==> src/rtl/scan_capture.sv <==
// scan_capture: synchronizes a multiplexed 7-column x 5-row panel scan,
// debounces each column strobe and assembles a 35-bit frame. The frame is
// published only after all columns 0..6 are captured in order.
//
// Interface contract: there is no handshake. frame_valid and err are
// single-cycle pulses. frame, err_count and frame_count are level outputs
// that hold their value between updates.
module scan_capture #(
  parameter int unsigned STABLE_CYCLES = 4
) (
  input  logic        clk,
  input  logic        rst,
  input  logic [6:0]  col_in,
  input  logic [4:0]  row_in,
  output logic [34:0] frame,
  output logic        frame_valid,
  output logic        err,
  output logic [7:0]  err_count,
  output logic [7:0]  frame_count
);

  localparam logic [3:0] STABLE_LIM = 4'(STABLE_CYCLES);

  typedef enum logic {
    WAIT_SYNC = 1'b0,
    CAPTURE   = 1'b1
  } state_t;

  // Synchronizer stages.
  logic [6:0]  col_s1_q, col_s2_q;
  logic [4:0]  row_s1_q, row_s2_q;

  // Stability tracking.
  logic [11:0] prev_q;
  logic [3:0]  cnt_q, cnt_d;
  logic        changed;
  logic        accept;

  // Capture datapath and FSM.
  state_t      state_q, state_d;
  logic [2:0]  exp_q, exp_d;
  logic [34:0] shadow_q, shadow_d;
  logic        commit_q, commit_d;
  logic        err_d;
  logic        multi;
  logic [2:0]  col_idx;

  // Published outputs.
  logic [34:0] frame_q;
  logic        frame_valid_q;
  logic        err_q;
  logic [7:0]  err_count_q;
  logic [7:0]  frame_count_q;

  logic [6:0]  sc;
  logic [4:0]  sr;

  assign sc = col_s2_q;
  assign sr = row_s2_q;

  // Two-flop synchronizers for the asynchronous panel lines.
  always_ff @(posedge clk or posedge rst) begin
    if (rst) begin
      col_s1_q <= '0;
      col_s2_q <= '0;
      row_s1_q <= '0;
      row_s2_q <= '0;
    end else begin
      col_s1_q <= col_in;
      col_s2_q <= col_s1_q;
      row_s1_q <= row_in;
      row_s2_q <= row_s1_q;
    end
  end

  // Stability counter. Acceptance fires only on the cycle the count first
  // reaches the limit; a held value then stays saturated without re-firing.
  always_comb begin
    changed = ({sc, sr} != prev_q);
    cnt_d   = cnt_q;
    if (changed) begin
      cnt_d = 4'd1;
    end else if (cnt_q < STABLE_LIM) begin
      cnt_d = cnt_q + 4'd1;
    end
    accept = (cnt_d == STABLE_LIM) && (changed || (cnt_q != STABLE_LIM));
  end

  // Stability state registers.
  always_ff @(posedge clk or posedge rst) begin
    if (rst) begin
      prev_q <= '0;
      cnt_q  <= '0;
    end else begin
      prev_q <= {sc, sr};
      cnt_q  <= cnt_d;
    end
  end

  // Decode the column strobe: multi-hot detection and the one-hot index.
  always_comb begin
    multi   = |(sc & (sc - 7'd1));
    col_idx = '0;
    for (int i = 0; i < 7; i++) begin
      if (sc[i]) col_idx = 3'(i);
    end
  end

  // Capture FSM: next state, shadow buffer writes, error and commit requests.
  always_comb begin
    state_d  = state_q;
    exp_d    = exp_q;
    shadow_d = shadow_q;
    commit_d = 1'b0;
    err_d    = 1'b0;
    if (accept && (sc != '0)) begin
      if (multi) begin
        err_d   = 1'b1;
        state_d = WAIT_SYNC;
      end else begin
        case (state_q)
          WAIT_SYNC: begin
            if (col_idx == 3'd0) begin
              shadow_d[4:0] = sr;
              exp_d         = 3'd1;
              state_d       = CAPTURE;
            end
          end
          CAPTURE: begin
            if (col_idx == exp_q) begin
              shadow_d[int'(exp_q)*5 +: 5] = sr;
              if (exp_q == 3'd6) begin
                commit_d = 1'b1;
                exp_d    = 3'd0;
                state_d  = WAIT_SYNC;
              end else begin
                exp_d = exp_q + 3'd1;
              end
            end else begin
              err_d   = 1'b1;
              state_d = WAIT_SYNC;
              // An out-of-order column 0 restarts capture immediately.
              if (col_idx == 3'd0) begin
                shadow_d[4:0] = sr;
                exp_d         = 3'd1;
                state_d       = CAPTURE;
              end
            end
          end
          default: state_d = WAIT_SYNC;
        endcase
      end
    end
  end

  // FSM and shadow buffer registers.
  always_ff @(posedge clk or posedge rst) begin
    if (rst) begin
      state_q  <= WAIT_SYNC;
      exp_q    <= '0;
      shadow_q <= '0;
      commit_q <= 1'b0;
    end else begin
      state_q  <= state_d;
      exp_q    <= exp_d;
      shadow_q <= shadow_d;
      commit_q <= commit_d;
    end
  end

  // Output registers: frame publish one cycle after column 6, error counting.
  always_ff @(posedge clk or posedge rst) begin
    if (rst) begin
      frame_q       <= '0;
      frame_valid_q <= 1'b0;
      err_q         <= 1'b0;
      err_count_q   <= '0;
      frame_count_q <= '0;
    end else begin
      frame_valid_q <= commit_q;
      err_q         <= err_d;
      if (commit_q) begin
        frame_q       <= shadow_q;
        frame_count_q <= frame_count_q + 8'd1;
      end
      if (err_d && (err_count_q != 8'hFF)) begin
        err_count_q <= err_count_q + 8'd1;
      end
    end
  end

  assign frame       = frame_q;
  assign frame_valid = frame_valid_q;
  assign err         = err_q;
  assign err_count   = err_count_q;
  assign frame_count = frame_count_q;

endmodule

==> config.mk <==
export PLATFORM = sky130hd
export DESIGN_NAME = scan_capture
export DESIGN_NICKNAME = d
export VERILOG_FILES = /design/src/rtl/scan_capture.sv
export SDC_FILE = /design/constraint.sdc
export NUM_CORES = 1
export LEC_CHECK = 0
export ABC_AREA = 1
export BUFFER_PORTS_ARGS = -buffer_cell sky130_fd_sc_hd__buf_2
export CAP_MARGIN = 20
export CORE_UTILIZATION = 52
export CTS_CLUSTER_SIZE = 12
export DETAILED_ROUTE_END_ITERATION = 10
export GPL_TIMING_DRIVEN = 0
export HOLD_SLACK_MARGIN = 0.03
export PLACE_DENSITY = 0.73
export SYNTH_ARGS = -nofsm -noshare
export SYNTH_HDL_FRONTEND = slang
export SYNTH_SLANG_ARGS = --single-unit
==> constraint.sdc <==
create_clock -name clk -period 5.03 [get_ports clk]
set_input_delay 1.2575 -clock clk [delete_from_list [all_inputs] [get_ports clk]]
set_output_delay 1.2575 -clock clk [all_outputs]
set_load 0.005 [all_outputs]
# [Word level (Yosys, flattened, before mapping)]
# Index checks and enable logic that the tools add are counted.
[word_totals] ff_bits=133 latchBits=0 mem_bits_rw=0 rom_bits=0 in_bits=14 out_inout_bits=53 word_cells=74 n_memories=0
[op_classes] n_addsub=6 mul=1 div_mod_pow=0 magnitude_cmp=1 n_eq_ne=6 shifts=2 mux=30 n_bitwise=3 n_reduce_logical=9
[op_table] op="$bwmux W35" n=1
[op_table] op="$shift A5 B33 Y35 const A" n=1
[op_table] op="$shiftx A5 B33 Y35" n=1
[op_table] op="$neg A6 Y33" n=1
[op_table] op="$mux W3" n=8
[op_table] op="$add A8 B1 Y8 const B" n=2
[op_table] op="$mux W1" n=14
[op_table] op="$ne A12 B12 Y1" n=1
[op_table] op="$mux W5" n=2
[op_table] op="$pmux W5 S2" n=1
[op_table] op="$mux W4" n=2
[op_table] op="$ne A8 B8 Y1 const B" n=1
[op_table] op="$and A7 B7 Y7" n=1
[op_table] op="$reduce_bool A7 Y1" n=1
[op_table] op="$reduce_or A7 Y1" n=1
[op_table] op="$sub A7 B1 Y7 const B" n=1
[op_table] op="$mul A3 B3 Y6 const B" n=1
[op_table] op="$pmux W3 S2" n=1
[op_table] op="$add A4 B1 Y4 const B" n=1
[op_table] op="$eq A4 B3 Y1 const B" n=1
[op_table] op="$lt A4 B3 Y1 const B" n=1
[op_table] op="$ne A4 B3 Y1 const B" n=1
[op_table] op="$reduce_and A4 Y1" n=1
[op_table] op="$add A3 B1 Y3 const B" n=1
[op_table] op="other kinds (8)" n=11

# [Depth between registers and ports, before layout]
[depth] depth_word=12 ltp_mapped=15 ltp_nobuf=15

# [Worst setup path after synthesis]
# Ideal clock, no wire load.
[synth_path] path_type="flip-flop to flip-flop" from="register exp_q[0]" to="register shadow_q[15]" setup_ns=0.117 arrival_time_ns=1.872 required_time_ns=4.913 slack_ns=3.041 stages_incl_launch_ff=9 n_path_buf=0 synth_period_minus_slack_ns=1.989 cell_sequence="dfrtp_1 -> clkinv_1 -> ha_1 -> xnor2_1 -> inv_1 -> nor2_1 -> nand2_1 -> nand2_1 -> nand2_1"
[synth_between] elab_chain_len=4 word_cells_on_any_way=7 cone_classes="1 x add/sub; 1 x mul; 1 x eq/ne; 2 x shift; 1 x mux; 1 x reduce/logical"
[synth_lines] element="start, declared" line="41" source="logic [2:0] exp_q, exp_d;"
[synth_lines] element="start signal, assigned" line="165" source="exp_q <= exp_d;"
[synth_lines] element="$mul A3 B3 Y6" line="131" source="shadow_d[int'(exp_q)*5 +: 5] = sr;"
[synth_lines] element="$neg A6 Y33" line="131"
[synth_lines] element="$shiftx A5 B33 Y35 / $shift A5 B33 Y35 (equally long branches)" line="131"
[synth_lines] element="$bwmux W35" line="131"
[synth_lines] element="end signal, assigned" line="166" source="shadow_q <= shadow_d;"
[synth_lines] element="end, declared" line="42" source="logic [34:0] shadow_q, shadow_d;"
# Several ways; a longest one is shown, not always the timed one.
# A chain may end at the register's enable or synchronous reset.

# [Worst setup path after layout]
# Same ends and word-level chain as after synthesis.

==> results.cfg <==
[status]
status = complete, no violations

[place]
place.gp.congestion = 0.891
portBuffers = 66
hpwlAfterDp_um = 7580
placed_area_um2 = 6080
dp_cells = 822

[floorplan]
die_area_um2 = 11100
die_height_um = 105
core-area_um2 = 10300
initial_core_util = 0.537
ioPinCount = 67
die_w_um = 105
rows = 37

[flow_run]
drv_cap = 0

[routing]
vias_per_cell = 5.00
wl_per_cell_um = 12.5
vias = 4267
drc = 0
first_iter_violations = 339
drt_wl_total_um = 10700
ant_nets = 0
drt-pass1-iter-count = 6

[pwr]
p_leak_nw = 3.63
power.density_nw_per_um2 = 347
ir_worst_vdd_mv = 0.214

[clock_network]
ctsHoldBuffers = 0
cts_resized = 0
cts_setup_buffers = 0
clkTransAtPathRegs_ns = 0.06
htreeDepth = 4
cts_sinks = 133
clk_path_buf_depth = 2
cts_tree = yes
cts_buffers = 17
cts_root_buf = clkbuf_8
clock_latency_ns = 0.52

[timing]
drv_slew = 0
clock_skew_ns = 0.00638
timing.final.crit_share = 0.508
relSlewSlack = 0.659
setup_viol = 0
finalHoldViolations = 0
grt_setup_unrepaired = no
min_period_ns = 2.55
fmax_mhz = 392
worst_pin_slew_ns = 0.506

[setup_path]
path_cells = clkinv_1, ha_1, xnor2_1, inv_1, nor2_1, nand2_1, nand2_1, nand2_1
cp_data_required_time_ns = 5.43
start_kind = register
critPathTopFamily = simple AND/OR/NAND/NOR gates
crit_path_end_kind = register
cp_slowest_cell = dfrtp_1
crit_type = register to register
cp.arrival_ns = 2.95
startpoint = exp_q[0]
max_stage_delay_ns = 0.52
crit_fanout = 10
critPathMostFrequentCell = nand2_1
timing.rr.start = exp_q[0]
crit_buf_inv = 2

[global_routing]
gr-total-overflow = 0
grt_max_degree = 82
met1_usage = 0.263
grt_pass1_wl_um = 18600
grt.busiest_layer = met2
use_met3 = 0.0588
grt_usage = 0.216
grt_antenna_before_repair = 0
grt_pass1_vias = 4152
grtUsageMet2 = 0.352

[layout]
nets = 728
diodes = 0
stdcell_count = 854
drive_gt1_frac = 0.153
fin_area_um2 = 6640
area_growth_pct = 19.7

[yosys]
yosysTopAreaCellShare = 0.600
yosys_register_bits = 133
yosys_warnings = 0
synth_area_per_cell_um2 = 8.96
synth_cell_types = 27
ys_top_cells_by_area = dfrtp_1, nand2_1, nand4_1
synth_area_leader_cell = dfrtp_1
syn-num-nets = 642
syn-cell-area_um2 = 5550
netlist_instances = 619
ys_seq_area_frac = 0.600

[hold_path]
worstHoldStart = row_s1_q[4]
hold_class = register to register
-- flip-flops by register name (all words and copies together), names as in the netlist, 3 cells and up --
register,count
cnt_q,4
col_s1_q,7
col_s2_q,7
err_count,8
exp_q,3
frame,35
frame_count,8
prev_q,12
row_s1_q,5
row_s2_q,5
shadow_q,35
-- synthesized netlist by cell type, drive strengths merged --
cell type and number:
inv 51, nor4 2, xnor2 9, o21ai 10, nand2b 1, nand3 23
ha 9, nand3b 2, buf 5, clkinv 2, dfrtp 133, nor3 14
a21oi 6, clkbuf 13, nor2 42, nand4 31, o221ai 1, xor2 10
nand2 255
-- per-layer routing --
metal,share of wire,vias up
met1,0.44,2028
met2,0.50,99
met5,0,-
met3,0.041,16
met4,0.015,0
li1,-,2124
-- cell families after synthesis --
group / share of synthesized area
buffers and inverters: 0.0510
flip-flops: 0.600
adder cells (fa/ha/maj): 0.0203
AO/OA/AOI/OAI: 0.0160
AND/OR/NAND/NOR: 0.282
XOR/XNOR: 0.0300
-- placed cells by master, fill, tap and decap left out, drive strengths merged --
master,count
a21oi,6
buf,72
bufinv,2
clkbuf,35
clkinv,8
clkinvlp,2
dfrtp,133
ha,9
inv,51
nand2,255
nand2b,1
nand3,23
nand3b,2
nand4,31
nor2,42
nor3,14
nor4,2
o21ai,10
o221ai,1
xnor2,9
xor2,10
-- report_power, final --
group	internal [mW]	switching [mW]
sequential	1.09	0.0110
combinational	0.0178	0.0401
clock	0.725	0.424
-- worst reg2reg max path: cells and delay by family, from the launching register on --
family	cells	cell delay, ns
and+or+nand+nor	4	0.71
buffers and inverters	2	0.53
DFF	1	0.52
xor gates and xnor gates	1	0.35
adders and majority gates	1	0.33
-- final timing paths --
check | end | slack [ns] | cells past startpoint
setup / recovery | shadow_q[15] | 2.48 | 8
hold / removal | row_s2_q[4] | 0.35 | 0
setup reg to reg | shadow_q[15] | 2.48 | 8
hold reg to reg | row_s2_q[4] | 0.35 | 0
max in group asynchronous | frame[13] | 3.53 | 3
min in group asynchronous | row_s1_q[0] | 0.77 | 2
-- cell type report --
cell class,count,area [µm²]
multi-input combinational,415,1930
fill,863,3690
buffer,18,83.8
sequential,133,3330
inverter,53,204
timing repair buffer,67,358
clock buffer,22,453
clock inverter,10,105
tap,136,170
-- per-stage QoR --
step                setup slack (ns)  hold WS [ns]  power (mW)  utilization  setup TNS (ns)
floorplan                      0.218         0.331        1.15            -               0
global placement               -1.04         0.332        1.17        0.586         -137.19
detailed placement              2.56         0.335        1.18        0.589               0
CTS                             2.51         0.348        2.33        0.643               0
global route                    2.17         0.353        2.39        0.643               0
finish                          2.48         0.345        2.30        0.643               0
No activity file was read; power rests on OpenSTA's default activity.
